### src/rtl/serial_adder_if.sv
// Handshake and operand/result bundle for the bit-serial adder.
// The master requests an addition and the slave returns the result.
interface serial_adder_if #(
  parameter int WIDTH = 8
);
  logic             start;
  logic [WIDTH-1:0] A;
  logic [WIDTH-1:0] B;
  logic             Cin;
  logic             busy;
  logic             done;
  logic [WIDTH-1:0] Sum;
  logic             Cout;

  modport master (
    output start, A, B, Cin,
    input  busy, done, Sum, Cout
  );

  modport slave (
    input  start, A, B, Cin,
    output busy, done, Sum, Cout
  );
endinterface

### src/rtl/serial_adder.sv
// Bit-serial ripple adder: one full-adder cell and a carry flop, LSB first,
// producing {Cout,Sum} = A + B + Cin after WIDTH busy cycles.
module serial_adder #(
  parameter int WIDTH = 8
) (
  input  logic         clk,
  input  logic         rst_n,
  serial_adder_if.slave bus
);
  localparam int CW = (WIDTH > 1) ? $clog2(WIDTH) : 1;
  localparam logic [CW-1:0] LAST = CW'(WIDTH - 1);

  typedef enum logic [1:0] {IDLE, RUN, DONE} state_t;

  state_t           state_reg, state_next;
  logic [WIDTH-1:0] sh_a_reg, sh_b_reg, acc_reg, sum_reg;
  logic             carry_reg, cout_reg;
  logic [CW-1:0]    cnt_reg;

  logic             accept;
  logic             last_bit;
  logic             bit_sum;
  logic             carry_next;
  logic [WIDTH-1:0] acc_next;

  // A new request is taken whenever the datapath is not mid-addition.
  assign accept   = bus.start && (state_reg != RUN);
  assign last_bit = (state_reg == RUN) && (cnt_reg == LAST);

  always_comb begin
    bit_sum    = sh_a_reg[0] ^ sh_b_reg[0] ^ carry_reg;
    carry_next = (sh_a_reg[0] & sh_b_reg[0]) | (sh_a_reg[0] & carry_reg) |
                 (sh_b_reg[0] & carry_reg);
    acc_next   = {bit_sum, acc_reg[WIDTH-1:1]};
  end

  always_ff @(posedge clk or negedge rst_n) begin
    if (!rst_n) begin
      state_reg <= IDLE;
    end else begin
      state_reg <= state_next;
    end
  end

  always_comb begin
    state_next = state_reg;
    case (state_reg)
      IDLE:    if (bus.start) state_next = RUN;
      RUN:     if (last_bit) state_next = DONE;
      DONE:    state_next = bus.start ? RUN : IDLE;
      default: state_next = IDLE;
    endcase
  end

  always_comb begin
    bus.busy = 1'b0;
    bus.done = 1'b0;
    case (state_reg)
      RUN:     bus.busy = 1'b1;
      DONE:    bus.done = 1'b1;
      default: ;
    endcase
  end

  // Sum/Cout are only written on the final bit so they never show a partial result.
  always_ff @(posedge clk or negedge rst_n) begin
    if (!rst_n) begin
      sh_a_reg  <= '0;
      sh_b_reg  <= '0;
      acc_reg   <= '0;
      sum_reg   <= '0;
      carry_reg <= 1'b0;
      cout_reg  <= 1'b0;
      cnt_reg   <= '0;
    end else if (accept) begin
      sh_a_reg  <= bus.A;
      sh_b_reg  <= bus.B;
      acc_reg   <= '0;
      carry_reg <= bus.Cin;
      cnt_reg   <= '0;
    end else if (state_reg == RUN) begin
      sh_a_reg  <= sh_a_reg >> 1;
      sh_b_reg  <= sh_b_reg >> 1;
      acc_reg   <= acc_next;
      carry_reg <= carry_next;
      cnt_reg   <= cnt_reg + CW'(1);
      if (last_bit) begin
        sum_reg  <= acc_next;
        cout_reg <= carry_next;
      end
    end
  end

  assign bus.Sum  = sum_reg;
  assign bus.Cout = cout_reg;
endmodule

### src/flat_wrapper.sv
// flat-port wrapper written by rule: the top's interface ports become plain ports
module serial_adder_flat 
#(
  parameter int WIDTH = 8
)
  (clk, rst_n, bus_start, bus_A, bus_B, bus_Cin, bus_busy, bus_done, bus_Sum, bus_Cout);
  serial_adder_if #(.WIDTH(WIDTH)) bus_i ();
  input  logic clk;
  input  logic rst_n;
  input wire logic [$bits(bus_i.start)-1:0] bus_start;
  input wire logic [$bits(bus_i.A)-1:0] bus_A;
  input wire logic [$bits(bus_i.B)-1:0] bus_B;
  input wire logic [$bits(bus_i.Cin)-1:0] bus_Cin;
  output wire logic [$bits(bus_i.busy)-1:0] bus_busy;
  output wire logic [$bits(bus_i.done)-1:0] bus_done;
  output wire logic [$bits(bus_i.Sum)-1:0] bus_Sum;
  output wire logic [$bits(bus_i.Cout)-1:0] bus_Cout;
  assign bus_i.start = bus_start;
  assign bus_i.A = bus_A;
  assign bus_i.B = bus_B;
  assign bus_i.Cin = bus_Cin;
  assign bus_busy = bus_i.busy;
  assign bus_done = bus_i.done;
  assign bus_Sum = bus_i.Sum;
  assign bus_Cout = bus_i.Cout;
  serial_adder #(.WIDTH(WIDTH)) u_core (.clk(clk), .rst_n(rst_n), .bus(bus_i));
endmodule
### config.mk
export PLATFORM = sky130hd
export DESIGN_NAME = serial_adder_flat
export DESIGN_NICKNAME = d
export VERILOG_FILES = /design/src/rtl/serial_adder_if.sv /design/src/rtl/serial_adder.sv /design/src/flat_wrapper.sv
export SDC_FILE = /design/constraint.sdc
export NUM_CORES = 1
export LEC_CHECK = 0
export CORE_AREA = 2 2 59 61
export CTS_BUF_LIST = sky130_fd_sc_hd__clkbuf_8
export CTS_CLUSTER_SIZE = 10
export DETAILED_ROUTE_END_ITERATION = 12
export DIE_AREA = 0 0 61 63
export PLACE_DENSITY = 0.84
export SYNTH_ARGS = -nofsm -noshare
export SYNTH_HDL_FRONTEND = slang
export SYNTH_SLANG_ARGS = --single-unit
### constraint.sdc
create_clock -name clk -period 3.3 [get_ports clk]
set_input_delay 0.66 -clock clk [delete_from_list [all_inputs] [get_ports clk]]
set_output_delay 0.66 -clock clk [all_outputs]
set_load 0.05 [all_outputs]
* After elaboration in Yosys (flattened, before gate mapping)
Cells that the tools add are included.
Cells by class: add/subtract/negate cells 1, multiply operators 0, div/mod/pow operators 0, $lt $le $gt $ge 0, eq/ne operators 6, shift-type cells 0, muxes and demuxes 16, bitwise operators 8, reduce and logical (&&, ||, !) cells 6
Operator list (count):
- $mux 8 | 6
- $mux 3 | 2
- $pmux 2 s3 | 1
- $mux 1 | 5
- $mux 2 | 2
- $ne 2x1->1 const B | 2
- $add 3x1->3 const B | 1
- $and 1x1->1 | 3
- $eq 3x3->1 const B | 1
- $reduce_and 3->1 | 1
- $eq 2x1->1 const B | 1
- $eq 2x2->1 const B | 1
- $logic_and 1x1->1 | 2
- $logic_not 2->1 | 1
- $ne 2x2->1 const B | 1
- $or 1x1->1 | 2
- $reduce_and 2->1 | 1
- $reduce_bool 2->1 | 1
- $xor 1x1->1 | 2
- $not 1->1 | 1
Word-level totals: flip-flop bits (word level) 39, latch bits 0, bits in writable memories 0, memory bits (read-only) 0, output and inout port bits 11, logic and storage cells 45, memories 0

* Longest topological paths before layout
depth after elaboration 5, mapped depth 5, mapped depth without buffers 4

* Least setup slack after synthesis
Ideal clock, no wire load.
path kind reg-to-output, from register u_core.state_reg[1], to output port bus_busy, arrival 1135 ps, data required time 2640 ps, slack 1505 ps, stages on the path, launching flop included 5, path buffers 2, cell sequence dfrtp_1 nand2b_1 buf_2 buf_6 inv_1
On the way: word-level cells in the longest chain between the ends 2
Ends and longest elaborated chain:
- start, declared | RTL line serial_adder.sv:15 | state_t state_reg, state_next;
- start signal, assigned | RTL line serial_adder.sv:41 | state_reg <= state_next;
- $eq 2x1->1 | RTL line serial_adder.sv:58 | case (state_reg)
- $mux 1 | RTL line serial_adder.sv:58
- end, declared | RTL line flat_wrapper.sv:14 | output wire logic [$bits(bus_i.busy)-1:0] bus_busy;
No other way between the ends.

* Worst setup path after layout
Ends and elaborated chain as after synthesis.

==> summary.md <==
| Metric | Value |
|---|---|
| Count leader, synth | dfrtp_1 |
| Reg clk slew, reported paths | 70 ps |
| Starting density of the core | 55.6% |
| Crit path kind | flip-flop to primary output |
| Final Hold Viols | 0 |
| DP HPWL | 1980 µm |
| Maximum Capacitance Violations | 0 |
| Worst Hold Class | input pin to async pin |
| # diodes | 0 |
| DR pass1 iterations | 2 |
| YS warnings | 0 |
| Pre-CTS setup slack | 1070 ps |
| Final critical-path required period | 2370 ps |
| DP Area | 2090 µm² |
| # DRC | 0 |
| Status | finished clean |
| WP data required | 2640 ps |
| Dominant cells by area after synthesis | dfrtp_1 53%, mux2_2 21%, mux2_4 12%, nor2b_1 3.5%, buf_6 1.9% |
| Post-Route Skew | 1.96 ps |
| H-Tree Level Count | 2 |
| Post-synth ARST share | 100% |
| Final Max Tran Viols | 0 |
| CP peak stage delay | 800 ps |
| Critical path's slowest cell | clkdlybuf4s50_1 |
| Global-route wire length before repair | 5130 µm |
| DRT iter0 DRCs | 40 |
| CP Launch Type | flip-flop |
| Post-synth top area share | 53.0% |
| # IOs | 31 |
| Top FF cell, synth | dfrtp_1 |
| Max VDD drop | 0.640 mV |
| Die X | 61 µm |
| Final worst slack | 931 ps |
| Worst reg2reg setup slack | 1600 ps |
| Worst-Skew Late Latency | 290 ps |
| Setup bufs post-CTS | 0 |
| Post-synth top area cell | dfrtp_1 |
| Commonest cells post-synth | 38 x dfrtp_1, 34 x mux2_2, 14 x mux2_4 |
| Die ar. | 3840 µm² |
| Fin Setup TNS | 0 ps |
| Fin crit share | 71.8% |
| Reg2Reg Capture Point | u_core.bus.Sum[6] |
| Post-route ant nets | 0 |
| Static Leakage | 1.03 nW |
| Hold_buf cts | 0 |
| Placer Congestion | 0.704 |
| Pwr Density | 934 nW/µm² |
| Post-layout nets | 173 |
| Post-Route WL | 3010 µm |
| Netlist cell types | 15 |
| Crit Path Max Fanout | 3 |
| Syn Std Cell Area | 1800 µm² |
| Core Area | 3230 µm² |
| FF-to-FF Start | u_core.cnt_reg[0] |
| Placed Cells incl. Taps | 189 |
| Routed len/inst | 15.3 µm |
| Gr usage total | 18.4% |
| Mapped Nets | 141 |
| Synth-to-layout area growth | 22.8% |
| Syn Area/Cell | 15.2 µm² |
| Die height | 63 µm |
| Gate Count Post-Synth | 118 |
| CP startpoint | u_core.state_reg[1] |
| Final Cell Area | 2200 µm² |
| Vias in the first global route | 1,132 |
| Layout cell share with drive strength beyond 1 | 39.1% |
| Initial antenna violation count | 0 |
| Worst r2r path cells | 4 |
| Number of synthesized flops with an enable pin | 0 |
| Worst-path cell chain | nand2b_1 > inv_1 > clkdlybuf4s50_1 |
| PostCTS Resize Cnt | 0 |
| Sequential fraction of the synthesis area | 53.0% |
| # rows | 21 |
| CTS tree | built |
| Max Clk Rate | 422 MHz |
| CTS Root Buffer Type | clkbuf_8 |
| Clk sinks | 38 |
| CP endpoint kind | primary output |
| IO buf count | 30 |
| Unrepaired setup endpoints after global routing | no |
| Largest net degree at the start of global routing | 39 |
| Measured slew at the worst slew-check pin | 838 ps |
| Relative slew slack | 44.1% |
| DR vias | 1,013 |
| GRT overflow | 0 |
| Fin cells | 197 |
| Number of buffers created by CTS | 5 |
| Vias per cell | 5.14 |
| Critical Path End | bus_busy |
| CP arrival | 1710 ps |
| Clock buffer depth | 2 |
| Synth Register Bits | 38 |
| Setup violations, final | 0 |
[worst min-delay path by stage]
stage,end,depth (start not counted),slack [ps],startpoint
floorplan,u_core.acc_reg[1],0,360,rst_n
global placement,u_core.cnt_reg[0],1,470,u_core.cnt_reg[0]
detailed placement,u_core.cnt_reg[0],1,480,u_core.cnt_reg[0]
CTS,u_core.cnt_reg[2],1,490,rst_n
global route,u_core.cnt_reg[0],1,520,u_core.cnt_reg[0]
finish,u_core.sh_a_reg[1],1,470,rst_n
[worst max-delay path: cells and delay by family (launching register included)]
kind	cells	cell delay, ps
buffers and inverters	2	890
DFF	1	380
and+or+nand+nor	1	150
[through the flow]
stage	utilization (%)	power [W]	hold WS (ps)
floorplan	-	0.00148	364
detailed placement	64.8	0.00170	476
global route	68.2	0.00218	523
global placement	64.8	0.00166	469
finish	68.2	0.00206	474
CTS	68.2	0.00208	492
[cell type report]
cell class | instances | area, µm²
Sequential cell | 38 | 951
Timing Repair Buffer | 32 | 310
Multi-Input combinational cell | 70 | 764
Tap cell | 46 | 57.6
Inverter | 3 | 11.3
Fill cell | 236 | 1030
Clock buffer | 8 | 110
[where the power goes]
part           switching [W]  internal [W]
Sequential          0.000115      0.000668
Clock               0.000158      0.000211
Combinational       0.000429      0.000478
[routing by layer]
metal	wire, µm	share of wire [%]	global-route usage [%]	up-vias
li1	-	-	-	467
met1	1300	43	23.4	517
met2	1500	50	28.5	25
met4	53	1.8	8.15	0
met3	152	5.0	5.80	4
met5	0	0	0	-
[layout by cell type (no fill, tap or decap)]
| master | instances |
|---|---|
| clkdlybuf4s50_1 | 29 |
| o22ai_1 | 1 |
| buf_4 | 2 |
| ha_1 | 2 |
| inv_1 | 3 |
| nor2_1 | 2 |
| mux2_4 | 14 |
| buf_2 | 1 |
| nand3b_1 | 1 |
| clkbuf_8 | 8 |
| fa_1 | 1 |
| mux2_2 | 34 |
| nand2b_1 | 2 |
| dfrtp_1 | 38 |
| mux2i_1 | 3 |
| nor2b_1 | 10 |
[kinds of logic (layout without fill, tap and decap cells)]
family	count (synthesis)	count (layout)	synth area share [%]
simple gates	15	15	5.02
compound gates	1	1	0.349
buf+inv	10	43	4.46
fa+ha+maj	3	3	2.51
flops	38	38	53.0
mux	51	51	34.7
(Power assumes the default switching activity.)
